`src/rtl/video_timing_gen.sv`:
```
// Raw video timing source: pixel clock enable, sync/blank pulses and pixel coordinates,
// all registered on CLK_VIDEO so they feed the mixer without skew.
module video_timing_gen #(
  parameter int unsigned CE_DIV   = 4,
  parameter int unsigned H_ACTIVE = 320,
  parameter int unsigned H_FP     = 16,
  parameter int unsigned H_SYNC   = 32,
  parameter int unsigned H_BP     = 48,
  parameter int unsigned V_ACTIVE = 240,
  parameter int unsigned V_FP     = 4,
  parameter int unsigned V_SYNC   = 3,
  parameter int unsigned V_BP     = 65
) (
  input  logic       CLK_VIDEO,
  input  logic       reset,
  output logic       ce_pix,
  output logic       HSync,
  output logic       VSync,
  output logic       HBlank,
  output logic       VBlank,
  output logic [9:0] hcount,
  output logic [9:0] vcount,
  output logic       line_start,
  output logic       frame_start
);

  localparam int unsigned H_TOTAL = H_ACTIVE + H_FP + H_SYNC + H_BP;
  localparam int unsigned V_TOTAL = V_ACTIVE + V_FP + V_SYNC + V_BP;

  localparam logic [3:0] DIV_LAST     = 4'(CE_DIV - 1);
  localparam logic [9:0] H_LAST       = 10'(H_TOTAL - 1);
  localparam logic [9:0] V_LAST       = 10'(V_TOTAL - 1);
  localparam logic [9:0] HBLANK_START = 10'(H_ACTIVE);
  localparam logic [9:0] HSYNC_START  = 10'(H_ACTIVE + H_FP);
  localparam logic [9:0] HSYNC_END    = 10'(H_ACTIVE + H_FP + H_SYNC);
  localparam logic [9:0] VBLANK_START = 10'(V_ACTIVE);
  localparam logic [9:0] VSYNC_START  = 10'(V_ACTIVE + V_FP);
  localparam logic [9:0] VSYNC_END    = 10'(V_ACTIVE + V_FP + V_SYNC);

  logic [3:0] divCount_q, divCount_d;
  logic       cePix_q, cePix_d;
  logic [9:0] hCount_q, hCount_d;
  logic [9:0] vCount_q, vCount_d;
  logic       hSync_q, hSync_d;
  logic       vSync_q, vSync_d;
  logic       hBlank_q, hBlank_d;
  logic       vBlank_q, vBlank_d;
  logic       lineStart_q, lineStart_d;
  logic       frameStart_q, frameStart_d;

  // Decodes are taken from the next counter values so every flag lines up with its pixel.
  always_comb begin
    divCount_d = (divCount_q == DIV_LAST) ? 4'd0 : divCount_q + 4'd1;
    cePix_d    = (divCount_q == DIV_LAST);
    hCount_d   = hCount_q;
    vCount_d   = vCount_q;
    if (cePix_q) begin
      if (hCount_q == H_LAST) begin
        hCount_d = 10'd0;
        vCount_d = (vCount_q == V_LAST) ? 10'd0 : vCount_q + 10'd1;
      end else begin
        hCount_d = hCount_q + 10'd1;
      end
    end
    hBlank_d     = (hCount_d >= HBLANK_START);
    hSync_d      = (hCount_d >= HSYNC_START) && (hCount_d < HSYNC_END);
    vBlank_d     = (vCount_d >= VBLANK_START);
    vSync_d      = (vCount_d >= VSYNC_START) && (vCount_d < VSYNC_END);
    lineStart_d  = cePix_d && (hCount_d == 10'd0);
    frameStart_d = lineStart_d && (vCount_d == 10'd0);
  end

  always_ff @(posedge CLK_VIDEO) begin
    if (reset) begin
      divCount_q   <= 4'd0;
      cePix_q      <= 1'b0;
      hCount_q     <= 10'd0;
      vCount_q     <= 10'd0;
      hSync_q      <= 1'b0;
      vSync_q      <= 1'b0;
      hBlank_q     <= 1'b0;
      vBlank_q     <= 1'b0;
      lineStart_q  <= 1'b0;
      frameStart_q <= 1'b0;
    end else begin
      divCount_q   <= divCount_d;
      cePix_q      <= cePix_d;
      hCount_q     <= hCount_d;
      vCount_q     <= vCount_d;
      hSync_q      <= hSync_d;
      vSync_q      <= vSync_d;
      hBlank_q     <= hBlank_d;
      vBlank_q     <= vBlank_d;
      lineStart_q  <= lineStart_d;
      frameStart_q <= frameStart_d;
    end
  end

  assign ce_pix      = cePix_q;
  assign HSync       = hSync_q;
  assign VSync       = vSync_q;
  assign HBlank      = hBlank_q;
  assign VBlank      = vBlank_q;
  assign hcount      = hCount_q;
  assign vcount      = vCount_q;
  assign line_start  = lineStart_q;
  assign frame_start = frameStart_q;

endmodule
```
`config.mk`:
```
export PLATFORM = sky130hd
export DESIGN_NAME = video_timing_gen
export DESIGN_NICKNAME = d
export VERILOG_FILES = /design/src/rtl/video_timing_gen.sv
export SDC_FILE = /design/constraint.sdc
export NUM_CORES = 1
export LEC_CHECK = 0
export CAP_MARGIN = 40
export CORE_ASPECT_RATIO = 1.4
export CORE_MARGIN = 2
export CORE_UTILIZATION = 40
export DETAILED_ROUTE_END_ITERATION = 8
export GPL_ROUTABILITY_DRIVEN = 0
export PLACE_DENSITY_LB_ADDON = 0.2
export RECOVER_POWER = 100
export SLEW_MARGIN = 20
export SYNTH_ARGS = -nofsm -noshare
export SYNTH_HDL_FRONTEND = slang
export SYNTH_SLANG_ARGS = --single-unit
```
`constraint.sdc`:
```
create_clock -name CLK_VIDEO -period 3.9 [get_ports CLK_VIDEO]
set_input_delay 0.78 -clock CLK_VIDEO [delete_from_list [all_inputs] [get_ports CLK_VIDEO]]
set_output_delay 0.78 -clock CLK_VIDEO [all_outputs]
set_load 0.02 [all_outputs]
```
==> impl_results.md <==
* I/O pin count at 29
* Leakage at 0.785 nW
* PnR worst setup slack at 1.02 ns
* Post-DP HPWL at 2710 µm
* Yosys reg bits at 31
* Reg2Reg Depth at 7
* Post-route cell area at 1910 µm²
* Crit path cell chain: ha_1, nand3_1, or4_1, or3_1, a21boi_0, or4b_1, nor4_2
* GR Util All Layers at 0.181
* Crit path max-delay cell type: or4_1
* Top-count cell post-synth: dfxtp_1
* Data required, critical path at 4.10 ns
* Synthesized netlist net count at 176
* Tot Pwr at 0.695 mW
* Met2 Usage GRT at 0.327
* Port buffer count at 28
* Worst IR Drop VDD at 0.000350 V
* Synth warn at 0
* WL/cell at 14.6 µm
* Num CTS Buffers at 5
* Hold Crit Class: reg -> reg
* Max-cap violations at 0
* R2r setup slk at 1.02 ns
* Via density at 5.50
* Cell Pwr Density at 364 nW/µm²
* Post-synthesis cell area at 1500 µm²
* Layout Nets at 204
* Start of the worst register-to-register path: hcount[0]
* Final TNS setup at 0 ns
* Via count at 1331
* Share of the synthesized area in the top cell type at 0.414
* Worst Setup Start Kind: register
* TritonCTS Sinks at 31
* Core box area at 3610 µm²
* Top delay family on crit path: simple AND/OR/NAND/NOR gates
* Final Setup Violations at 0
* RSZ-0062 raised after global routing: false
* Post-synth cell types at 39
* Status: finished, final reports clean
* # diodes at 0
* Die area at 4260 µm²
* Antenna violations before repair at 0
* Setup Crit Path Kind: reg -> reg
* Routed WL at 3520 µm
* Remaining global-route overflow at 0
* Placed cell area at 1810 µm²
* Root Driver: clkbuf_8
* Ys flop type: dfxtp_1
* Bufs and invs on worst path at 0
* DR pass1 iterations at 4
* CTS Buffer Depth at 2
* Postcts setup bufs at 0
* Worst Setup End Kind: register
* Highest attainable clock frequency at 347 MHz
* Skew final at 0.00913 ns
* Worst-margin pin slew at 0.673 ns
* CP max stage delay at 0.71 ns
* Worst Hold Margin at 0.459 ns
* Fin. Hold Viols at 0
* Crit Path Max Fanout at 13
* Htree depth at 2
* Worst Hold Path EP: divCount_q[0]
* Core Util, Final at 0.528
* Clk Latency, worst-skew pair at 0.29 ns
* Area grow syn2layout at 27.3%
* Die height at 76.4 µm
* Layout cells sized above 1 at 0.0550
* Rel. slew slack at 0.551
* Number of flops mapped to enable cells by yosys at 0
* Non-Filler Instances at 242
* Chip width at 55.7 µm
* Met3 Usage GRT at 0.0441
* First-pass GRT wire length at 6130 µm
* Post-CTS Hold Buffers at 0
* Post-synthesis sequential area ratio at 0.414
* Async set or reset register ratio after synthesis at 0
* Largest net degree at the start of global routing at 16
* Inst Count DP at 234
* Routed Antenna Nets at 0
* Hold path depth at 1
* Number of core rows at 26
* CTS resizes at 0
* Iteration-0 DRC Markers at 38
* Top cells by count, synth: dfxtp_1 (31), nor2_1 (21), nor3_1 (12)
* Cells after synthesis at 171
* Tcrit/Tclk final at 0.740
* Slew Limit Fails at 0
* Hold_sp: divCount_q[0]
* Syn Area/Cell at 8.77 µm²
* Post-Place Worst Slack at 1.19 ns
* GRT met1 Usage at 0.204
* CTS clock-pin slew for the worst setup and hold paths at 0.07 ns
* Largest area contributor in the netlist: dfxtp_1
* CTS tree: built
* Final min period at 2.88 ns
* Vias in the first global route at 1323
* Reg2reg end: VSync
* Starting Density at 0.415
* Largest cells by area after synthesis: dfxtp_1 (41%), nor2_1 (5.3%), xor2_1 (5.3%)
* Most used routing layer: met2
* Crit path DAT at 3.09 ns
* DRC at 0
==> placed cells by master, fill, tap and decap left out, types with 4 or more instances in the layout <==
master          n
nand4_1         8
nor2_1         21
nor2b_1         4
xnor2_1         5
dlygate4sd3_1  28
o21ai_0         4
nor3_1         12
a21oi_1         6
and3_1          7
nor4_1          5
nand2_1         9
dfxtp_1        31
clkbuf_8        6
nand3_1        10
xor2_1          9
==> power by group <==
group / internal (mW) / leakage (nW) / total, mW / switching (mW)
Sequential: 0.324 / 0.251 / 0.330 / 0.00657
Clock: 0.206 / 0.0612 / 0.326 / 0.119
Combinational: 0.0162 / 0.473 / 0.0389 / 0.0227
Total: 0.547 / 0.785 / 0.695 / 0.149
==> registers in the layout (all words and copies together), names as in the netlist <==
register and flops:
frame_start 1, HBlank 1, vcount 10, VSync 1
VBlank 1, HSync 1, divCount_q 4, ce_pix 1
line_start 1, hcount 10
==> cell type report <==
class	count	area, µm²
clock buffer	6	82.6
tap	42	52.6
fill	333	1700
timing repair buffer	30	288
sequential	31	621
inverter	3	11.3
multi-input combinational	128	818
clock inverter	2	35.0
==> worst reg2reg max path: cells and delay by family (launching register included) <==
family / cells / cell delay, ns
DFF: 1 / 0.39
AOI/OAI and AO/OA: 1 / 0.14
and+or+nand+nor: 5 / 2.01
adders and majority gates: 1 / 0.26
==> cell families after synthesis <==
group                      share of synthesized area
buffers and inverters                         0.0334
muxes                                         0.0275
DFF                                            0.414
adders and majority gates                     0.0250
xor gates and xnor gates                      0.0818
and+or+nand+nor                                0.330
AOI/OAI and AO/OA                             0.0885
==> layer usage <==
| metal | vias to the layer above | wire (µm) |
|---|---|---|
| met4 | 0 | 37 |
| li1 | 674 | - |
| met5 | - | 0 |
| met1 | 619 | 1430 |
| met2 | 34 | 1900 |
| met3 | 4 | 154 |
==> how the worst max path moves through the flow <==
stage | start | depth (start not counted) | end
floorplan | hcount[1] | 7 | VSync
global placement | reset | 6 | frame_start
detailed placement | hcount[0] | 7 | VSync
CTS | hcount[0] | 7 | VSync
global route | hcount[1] | 8 | frame_start
finish | hcount[0] | 7 | VSync
No activity file was read; power rests on OpenSTA's default activity.
